**config.mk**
```make
export PLATFORM = sky130hd
export DESIGN_NAME = adder_tree_pipe
export DESIGN_NICKNAME = d
export VERILOG_FILES = /design/src/rtl/adder_tree_pkg.sv /design/src/rtl/adder_tree_pipe_level.sv /design/src/rtl/adder_tree_pipe.sv
export SDC_FILE = /design/constraint.sdc
export NUM_CORES = 1
export LEC_CHECK = 0
export CORE_MARGIN = 5
export CORE_UTILIZATION = 52
export DETAILED_ROUTE_END_ITERATION = 8
export PLACE_DENSITY = 0.87
export SYNTH_ARGS = -nofsm -noshare
export SYNTH_HDL_FRONTEND = slang
export SYNTH_SLANG_ARGS = --single-unit
```
**constraint.sdc**
```tcl
create_clock -name clk -period 2.4 [get_ports clk]
set_input_delay 0.36 -clock clk [delete_from_list [all_inputs] [get_ports clk]]
set_output_delay 0.36 -clock clk [all_outputs]
set_load 0.02 [all_outputs]
```
**src/rtl/adder_tree_pkg.sv**
```systemverilog
// Shared sizing helpers for the pipelined adder tree.
// All functions are only ever evaluated at elaboration time to size
// levels, operand widths and the output bus.
package adder_tree_pkg;

   // Smallest r such that 2**r >= n; 0 for n <= 1.
   function automatic int clog2(input int n);
      int r;
      r = 0;
      for (int i = 0; i < 31; i++) begin
         if ((1 << i) < n) begin
            r = i + 1;
         end
      end
      return r;
   endfunction

   // Number of terms left after pairing up n terms, with an odd one carried.
   function automatic int half_up(input int n);
      return (n + 1) / 2;
   endfunction

   // Number of reduction levels; a single operand still gets one register stage.
   function automatic int levels(input int n);
      int c;
      c = clog2(n);
      return (c < 1) ? 1 : c;
   endfunction

   // Number of terms entering level k (level 0 sees all n operands).
   function automatic int terms_at_level(input int n, input int k);
      int t;
      t = n;
      for (int i = 0; i < 31; i++) begin
         if (i < k) begin
            t = half_up(t);
         end
      end
      return t;
   endfunction

   // Width that holds the exact sum of n operands of w bits in either mode.
   function automatic int out_width(input int w, input int n);
      return w + clog2(n);
   endfunction

endpackage

```
**src/rtl/adder_tree_pipe_level.sv**
```systemverilog
// One registered reduction level of the adder tree: adds neighbouring terms
// pairwise, carries an odd leftover term through unchanged, and moves the
// beat's valid and signed-mode bits along with the data.
module adder_tree_level
   import adder_tree_pkg::*;
#(
   parameter int IN_TERMS = 2,
   parameter int IN_W     = 8,
   parameter int OUT_W    = IN_W + 1
) (
   input  logic                                clk,
   input  logic                                rst_n,
   input  logic                                en_i,
   input  logic                                valid_i,
   input  logic                                signed_i,
   input  logic [IN_TERMS*IN_W-1:0]            data_i,
   output logic                                valid_o,
   output logic                                signed_o,
   output logic [half_up(IN_TERMS)*OUT_W-1:0]  data_o
);

   localparam int OUT_TERMS = half_up(IN_TERMS);

   logic [OUT_TERMS*OUT_W-1:0] data_d;
   logic [OUT_TERMS*OUT_W-1:0] data_q;
   logic                       valid_q;
   logic                       signed_q;

   // Sign- or zero-extend a term to the level output width; narrowing only
   // happens on the last level, where the value is known to fit.
   function automatic logic [OUT_W-1:0] extendTerm(input logic [IN_W-1:0] v, input logic s);
      return OUT_W'($signed({s & v[IN_W-1], v}));
   endfunction

   // Pairwise sums, with the odd leftover term forwarded in the last slot.
   always_comb begin
      data_d = '0;
      for (int i = 0; i < IN_TERMS / 2; i++) begin
         data_d[i*OUT_W +: OUT_W] = extendTerm(data_i[(2*i)*IN_W +: IN_W], signed_i)
                                  + extendTerm(data_i[(2*i+1)*IN_W +: IN_W], signed_i);
      end
      if (IN_TERMS % 2 == 1) begin
         data_d[(OUT_TERMS-1)*OUT_W +: OUT_W] =
            extendTerm(data_i[(IN_TERMS-1)*IN_W +: IN_W], signed_i);
      end
   end

   // Stage register; holds everything while the pipeline is stalled.
   always_ff @(posedge clk or negedge rst_n) begin
      if (!rst_n) begin
         data_q   <= '0;
         valid_q  <= 1'b0;
         signed_q <= 1'b0;
      end else if (en_i) begin
         data_q   <= data_d;
         valid_q  <= valid_i;
         signed_q <= signed_i;
      end
   end

   assign data_o   = data_q;
   assign valid_o  = valid_q;
   assign signed_o = signed_q;

endmodule

```
**src/rtl/adder_tree_pipe.sv**
```systemverilog
// Pipelined N-input adder tree with valid/ready streaming and a per-beat
// signed/unsigned mode. Every reduction level is registered; a single global
// enable stalls all stages together when the output is held.
module adder_tree_pipe
   import adder_tree_pkg::*;
#(
   parameter  int WIDTH = 23,
   parameter  int N     = 9,
   localparam int OW    = out_width(WIDTH, N)
) (
   input  logic               clk,
   input  logic               rst_n,
   input  logic               in_valid,
   output logic               in_ready,
   input  logic [N*WIDTH-1:0] in_data,
   input  logic               in_signed,
   output logic               out_valid,
   input  logic               out_ready,
   output logic [OW-1:0]      out_sum
);

   localparam int L = levels(N);

   logic stageEn;
   logic unusedLastMode;

   assign stageEn  = !out_valid || out_ready;
   assign in_ready = stageEn;

   for (genvar k = 0; k < L; k++) begin : gLevel
      localparam int IN_TERMS  = terms_at_level(N, k);
      localparam int IN_W      = WIDTH + 1 + k;
      localparam int OUT_W     = (k == L - 1) ? OW : IN_W + 1;
      localparam int OUT_TERMS = half_up(IN_TERMS);

      logic [IN_TERMS*IN_W-1:0]   levelData;
      logic                       levelValid;
      logic                       levelMode;
      logic [OUT_TERMS*OUT_W-1:0] stageData;
      logic                       stageValid;
      logic                       stageMode;

      if (k == 0) begin : gEntry
         // Widen each raw operand by one bit according to the beat's mode.
         always_comb begin
            levelData = '0;
            for (int i = 0; i < N; i++) begin
               levelData[i*IN_W +: IN_W] = {in_signed & in_data[i*WIDTH + WIDTH - 1],
                                            in_data[i*WIDTH +: WIDTH]};
            end
         end
         assign levelValid = in_valid;
         assign levelMode  = in_signed;
      end else begin : gChain
         assign levelData  = gLevel[k-1].stageData;
         assign levelValid = gLevel[k-1].stageValid;
         assign levelMode  = gLevel[k-1].stageMode;
      end

      adder_tree_level #(
         .IN_TERMS (IN_TERMS),
         .IN_W     (IN_W),
         .OUT_W    (OUT_W)
      ) uLevel (
         .clk      (clk),
         .rst_n    (rst_n),
         .en_i     (stageEn),
         .valid_i  (levelValid),
         .signed_i (levelMode),
         .data_i   (levelData),
         .valid_o  (stageValid),
         .signed_o (stageMode),
         .data_o   (stageData)
      );
   end

   assign out_valid      = gLevel[L-1].stageValid;
   assign out_sum        = gLevel[L-1].stageData;
   assign unusedLastMode = gLevel[L-1].stageMode;

endmodule

```
== Word-level counts from Yosys, hierarchy flattened ==
Cells that the tools add are included.

* Add/subtract/negate cells: 8
* Bitwise logic cells: 26
* Reductions and logical operators: 2

{| class="wikitable"
|+ Operators with widths
! kind !! number
|-
| $add A25 B25 Y25 || 4
|-
| $add A27 B27 Y27 || 2
|-
| $add A26 B26 Y26 || 2
|-
| $and A1 B1 Y1 || 26
|-
| $logic_not A1 Y1 || 1
|-
| $logic_or A1 B1 Y1 || 1
|}

* Bits in registers: 290
* Input port bits: 212
* Output and inout port bits: 29
* Logic and storage cells: 46

== Depth between registers and ports, before layout ==
* Depth after elaboration: 3
* Gate-level depth with buffers: 11
* Gate-level depth less buffers: 11

== Modules after synthesis ==
A second synthesis with hierarchy kept.

* Cell total of the unflattened synthesis: 2,242
* Area, all modules: 21,738.3 um^2

{| class="wikitable"
|+ By module, submodules not included
! module !! instances !! cells each !! area each (um^2) !! seq. area each (um^2)
|-
| adder_tree_level at gLevel[0].uLevel || 1 || 1,008 || 9,720.6 || 3,178.0
|-
| adder_tree_level at gLevel[1].uLevel || 1 || 597 || 5,816.8 || 2,001.9
|-
| adder_tree_level at gLevel[2].uLevel || 1 || 346 || 3,578.4 || 1,401.3
|-
| adder_tree_level at gLevel[3].uLevel || 1 || 281 || 2,560.0 || 725.7
|-
| adder_tree_pipe || 1 || 10 || 62.6 || 0.0
|}

== Worst setup path after synthesis ==
OpenSTA, ideal clock, no wires.

* Path kind: input to register
* Start point: input in_data[46]
* End point: register gLevel[0].uLevel.data_q[45]
* Setup time: 137 ps
* Arrival: 2,565 ps
* Required time: 2,263 ps
* Slack: -302 ps
* Stages on the path: 10
* Buffers on the path: 0
* Cell sequence: ha_1 fa_1 a211oi_1 o21ai_1 a31o_2 a31oi_2 o221ai_1 a21oi_1 xor2_1 a21oi_1

* Longest elaborated chain between the ends: 1

{| class="wikitable"
|+ Ends and longest elaborated chain
! item !! line !! source
|-
| start: declaration || adder_tree_pipe.sv:15 || <nowiki>input logic [N*WIDTH-1:0] in_data,</nowiki>
|-
| $add A25 B25 Y25 || adder_tree_pipe_level.sv:40 || <nowiki>+ extendTerm(data_i[(2*i+1)*IN_W +: IN_W], signed_i);</nowiki>
|-
| end signal: assignment || adder_tree_pipe_level.sv:55 || <nowiki>data_q <= data_d;</nowiki>
|-
| end: declaration || adder_tree_pipe_level.sv:25 || <nowiki>logic [OUT_TERMS*OUT_W-1:0] data_q;</nowiki>
|}

No other way between the ends.
A chain may end at the register's enable or synchronous reset.

== Worst setup path after layout ==
* Start point: register gLevel[1].uLevel.data_q[0]
* End point: register gLevel[2].uLevel.data_q[26]

* Longest elaborated chain between the ends: 1

{| class="wikitable"
|+ Ends and longest elaborated chain
! item !! line
|-
| start: declaration || adder_tree_pipe_level.sv:25
|-
| start signal: assignment || adder_tree_pipe_level.sv:55
|-
| $add A27 B27 Y27 || adder_tree_pipe_level.sv:40
|-
| end signal: assignment || adder_tree_pipe_level.sv:55
|-
| end: declaration || adder_tree_pipe_level.sv:25
|}

No other way between the ends.

==> summary.log <==
[run_status] outcome complete, but fails checks
[run_status] violations in the final reports negative setup slack
[timing] endpoints failing hold 0
[placed_design] pre-CTS setup slack -0.792 ns
[logic_synthesis] proportion of synthesized chip area in sequential cells 35.0%
[route] met3 routed WL 3.08 mm
[grt] global router's overall resource usage 27.2%
[clock_tree] number of buffers inserted during clock tree synthesis 31
[logic_synthesis] Yosys cell types 72
[route] DRC Markers 0
[setup_path] crit path DAT 3.12 ns
[timing] Setup Viol. Count Final 27
[logic_synthesis] post-synthesis register bit count 287
[timing] peak clock frequency supported by timing 374 MHz
[final_layout] most common cell after layout, fill and taps aside sky130_fd_sc_hd__nand2_1
[clock_tree] clock tree from TritonCTS built
[setup_path] buffers and inverters on the worst path 1
[die] height of the die 209 microns
[logic_synthesis] share of synthesized flip-flops with an asynchronous set or reset 100%
[logic_synthesis] Synth warnings 0
[logic_synthesis] synthesized netlist net count 2883
[placed_design] Post-DP HPWL 47.5 mm
[die] Std-Cell Core Area 38800 sq um
[logic_synthesis] Area contributors post-synth sky130_fd_sc_hd__dfrtp_1 35%, sky130_fd_sc_hd__ha_1 12%, sky130_fd_sc_hd__nand2_1 8.1%, sky130_fd_sc_hd__a21oi_1 7.0%, sky130_fd_sc_hd__a21o_1 4.3%
[route] DR vias 20600
[setup_path] Crit path largest cell delay 0.48 ns
[setup_path] slowest cell on the critical path sky130_fd_sc_hd__dfrtp_2
[route] detail-routed net length per standard cell 17.8 microns
[setup_path] Crit path required time 2.85 ns
[grt] via count of the first global-routing pass 20600
[final_layout] layout net count 3456
[pwr] worst-case vdd ir drop 718 uV
[clock_tree] clock slew seen by the registers of the worst setup and hold paths 0.06 ns
[die] DIE AREA 43600 sq um
[placed_design] PortBufs 240
[die] I/O pin cnt 241
[route] Antenna Violating Nets Remaining 0
[grt] wire length of the first global-routing pass 100 mm
[setup_path] type of the worst setup path flip-flop to flip-flop
[logic_synthesis] syn_area_per_cell 8.33 sq um
[timing] skew final 0.0208 ns
[pwr] total power 41800 uW
[timing] pins over their slew limit 0
[die] initial cell density of the core 52.9%
[final_layout] fraction of layout instances using a drive strength above 1 21.7%
[clock_tree] H-tree level count 1
[route] final wirelength 63.8 mm
[final_layout] fraction of the core area covered by cells at the end of the flow 73.9%
[timing] setup slack of the critical path after layout -0.271 ns
[route] total iterations of the first detailed-routing run 5
[timing] final sum of negative setup slack -3.58 ns
[timing] period utilisation layout 111%
[logic_synthesis] share of the synthesized area in the top cell type 35.0%
[logic_synthesis] ys flop type sky130_fd_sc_hd__dfrtp_1
[final_layout] layout overhead on the synthesized area 39.7%
[setup_path] worst-path maximum fanout 3
[setup_path] delay-heaviest family, CP compound AO/OA/AOI/OAI gates
[worst_hold_path] worst hold path class input port to flip-flop
[final_layout] Diodes inserted 0
[placed_design] routability congestion estimate from global placement 0.924
[grt] pin count of the biggest net entering global routing 120
[grt] global route overflow 0
[clock_tree] count of clock tree sinks 287
[setup_path] Critical Path End Type flip-flop
[pwr] cell area power density 1460 nW/um^2
[route] wire length on met1 26.3 mm
[route] Starting DRT DRC Count 1481
[setup_path] startpoint class of the critical path flip-flop
[logic_synthesis] cells after synthesis 2465
[grt] antenna violations before repair 0
[logic_synthesis] Synth Cell Area 20500 sq um
[route] met2 wirelength from detailed routing 32.5 mm
[clock_tree] number of buffers on the longest clock path 3
[setup_path] critical path cell sequence ha_4 > inv_2 > fa_2 > nor2b_4 > o31a_1 > o21ai_1 > nand2b_1 > a221o_1 > a2111o_1 > mux2i_1 > nor2_1
[timing] setup repair after global routing missed its margin true
[timing] Worst slew margin 66.4%
[final_layout] highest-count cells in the layout ignoring fill and taps 440 x sky130_fd_sc_hd__nand2_1, 378 x sky130_fd_sc_hd__buf_4, 276 x sky130_fd_sc_hd__dfrtp_1, 257 x sky130_fd_sc_hd__a21oi_1, 218 x sky130_fd_sc_hd__clkdlybuf4s50_1
[die] x dimension of the die 209 microns
[timing] actual transition at the worst max-transition pin 0.504 ns
[timing] worst hold-check slack 0.169 ns
[clock_tree] later-pin clock latency in the skew report 0.58 ns
[route] detailed-route vias per instance 5.74
[clock_tree] clock root cell sky130_fd_sc_hd__clkbuf_16
[run] max-cap violation count 0
[route] top routing layer in use met4
[pwr] leakage power figure 0.0136 uW
[timing] shortest clock period the worst path allows after layout 2.67 ns
[die] count of standard-cell rows 72
[logic_synthesis] number of synthesized flops with an enable pin 0
[logic_synthesis] post-synthesis cell type with the largest combined area sky130_fd_sc_hd__dfrtp_1
## routing by layer
metal,vias up,GRT usage (%)
met5,-,0
met4,0,7.99
met3,142,3.22
met2,609,48.8
met1,9917,34.5
li1,9885,-
## state kept, by name (all words and copies together) (netlist names)
name	flops
gLevel.uLevel.signed_o	2
gLevel.uLevel.data_o	281
gLevel.uLevel.valid_o	4
## synthesized netlist by cell type (10+ instances only)
cell                       instances
sky130_fd_sc_hd__a21oi_1         286
sky130_fd_sc_hd__ha_1            198
sky130_fd_sc_hd__xnor2_1          78
sky130_fd_sc_hd__or3_1            10
sky130_fd_sc_hd__o21ai_1          82
sky130_fd_sc_hd__o21bai_1         32
sky130_fd_sc_hd__nor2b_1          16
sky130_fd_sc_hd__nand3_1          50
sky130_fd_sc_hd__and3_1           22
sky130_fd_sc_hd__o31ai_1          18
sky130_fd_sc_hd__nor2_1          211
sky130_fd_sc_hd__o21ai_0          69
sky130_fd_sc_hd__dfrtp_1         287
sky130_fd_sc_hd__nor3_1           34
sky130_fd_sc_hd__clkbuf_1         90
sky130_fd_sc_hd__a31oi_1          12
sky130_fd_sc_hd__nand2_1         442
sky130_fd_sc_hd__and2_1           17
sky130_fd_sc_hd__o21a_1           30
sky130_fd_sc_hd__xor2_1           92
sky130_fd_sc_hd__a21o_1          117
sky130_fd_sc_hd__a211oi_1         26
sky130_fd_sc_hd__inv_1            54
sky130_fd_sc_hd__nand2b_1         15
sky130_fd_sc_hd__nand4_1          28
## where the power goes
part | internal [uW] | total (uW) | switching (uW)
combinational | 13200 | 27800 | 14600
clock | 2950 | 4960 | 2010
sequential | 7180 | 9060 | 1880
total | 23300 | 41800 | 18500
## kinds of logic after synthesis
group           synth area share, %
xor+xnor                       7.25
simple gates                   18.8
compound gates                 22.6
flops                          35.0
mux                           0.518
fa+ha+maj                      12.8
buf+inv                        2.97
## cell type report
| type | count | area [sq um] |
|---|---|---|
| tap | 518 | 648 |
| fill | 2765 | 10100 |
| sequential | 287 | 7200 |
| timing repair buffer | 640 | 5600 |
| clock buffer | 39 | 856 |
| inverter | 57 | 226 |
| multi-input combinational | 2021 | 14000 |
| clock inverter | 17 | 204 |
## per-stage QoR
step           instances  cell area [sq um]
2_1_floorplan       2465              20700
5_1_grt             3579              28700
3_5_place_dp        3470              26100
3_3_place_gp        3470              26100
4_1_cts             3551              27800
6_report            3579              28700
## timing repair
item	4_1_cts	5_1_grt
gates cloned	0	0
gates resized for setup	110	136
pin swaps	74	122
hold endpoints to repair	44	0
hold buffers	1	0
setup buffers	24	31
endpoints found under the setup margin	69	84
## tightest hold or removal path: stages
cell and delay, ns:
sky130_fd_sc_hd__dlymetal6s2s_1 0.09, sky130_fd_sc_hd__ha_2 0.16, sky130_fd_sc_hd__nand2_1 0.05, sky130_fd_sc_hd__nand2_1 0.06
## path summary, 6_finish.rpt
kind	start	end	slack, ns	cells after the start
max	gLevel[1].uLevel.data_o[0]$_DFFE_PN0P_	gLevel[2].uLevel.data_o[26]$_DFFE_PN0P_	-0.27	11
min	in_data[138]	gLevel[0].uLevel.data_o[75]$_DFFE_PN0P_	0.17	4
max reg2reg	gLevel[1].uLevel.data_o[0]$_DFFE_PN0P_	gLevel[2].uLevel.data_o[26]$_DFFE_PN0P_	-0.27	11
min reg2reg	gLevel[0].uLevel.data_o[102]$_DFFE_PN0P_	gLevel[0].uLevel.data_o[102]$_DFFE_PN0P_	0.47	2
max in group asynchronous	rst_n	gLevel[3].uLevel.data_o[20]$_DFFE_PN0P_	1.37	3
min in group asynchronous	rst_n	gLevel[0].uLevel.data_o[29]$_DFFE_PN0P_	0.30	2
Note: power is estimated with default switching activity, not from simulation.
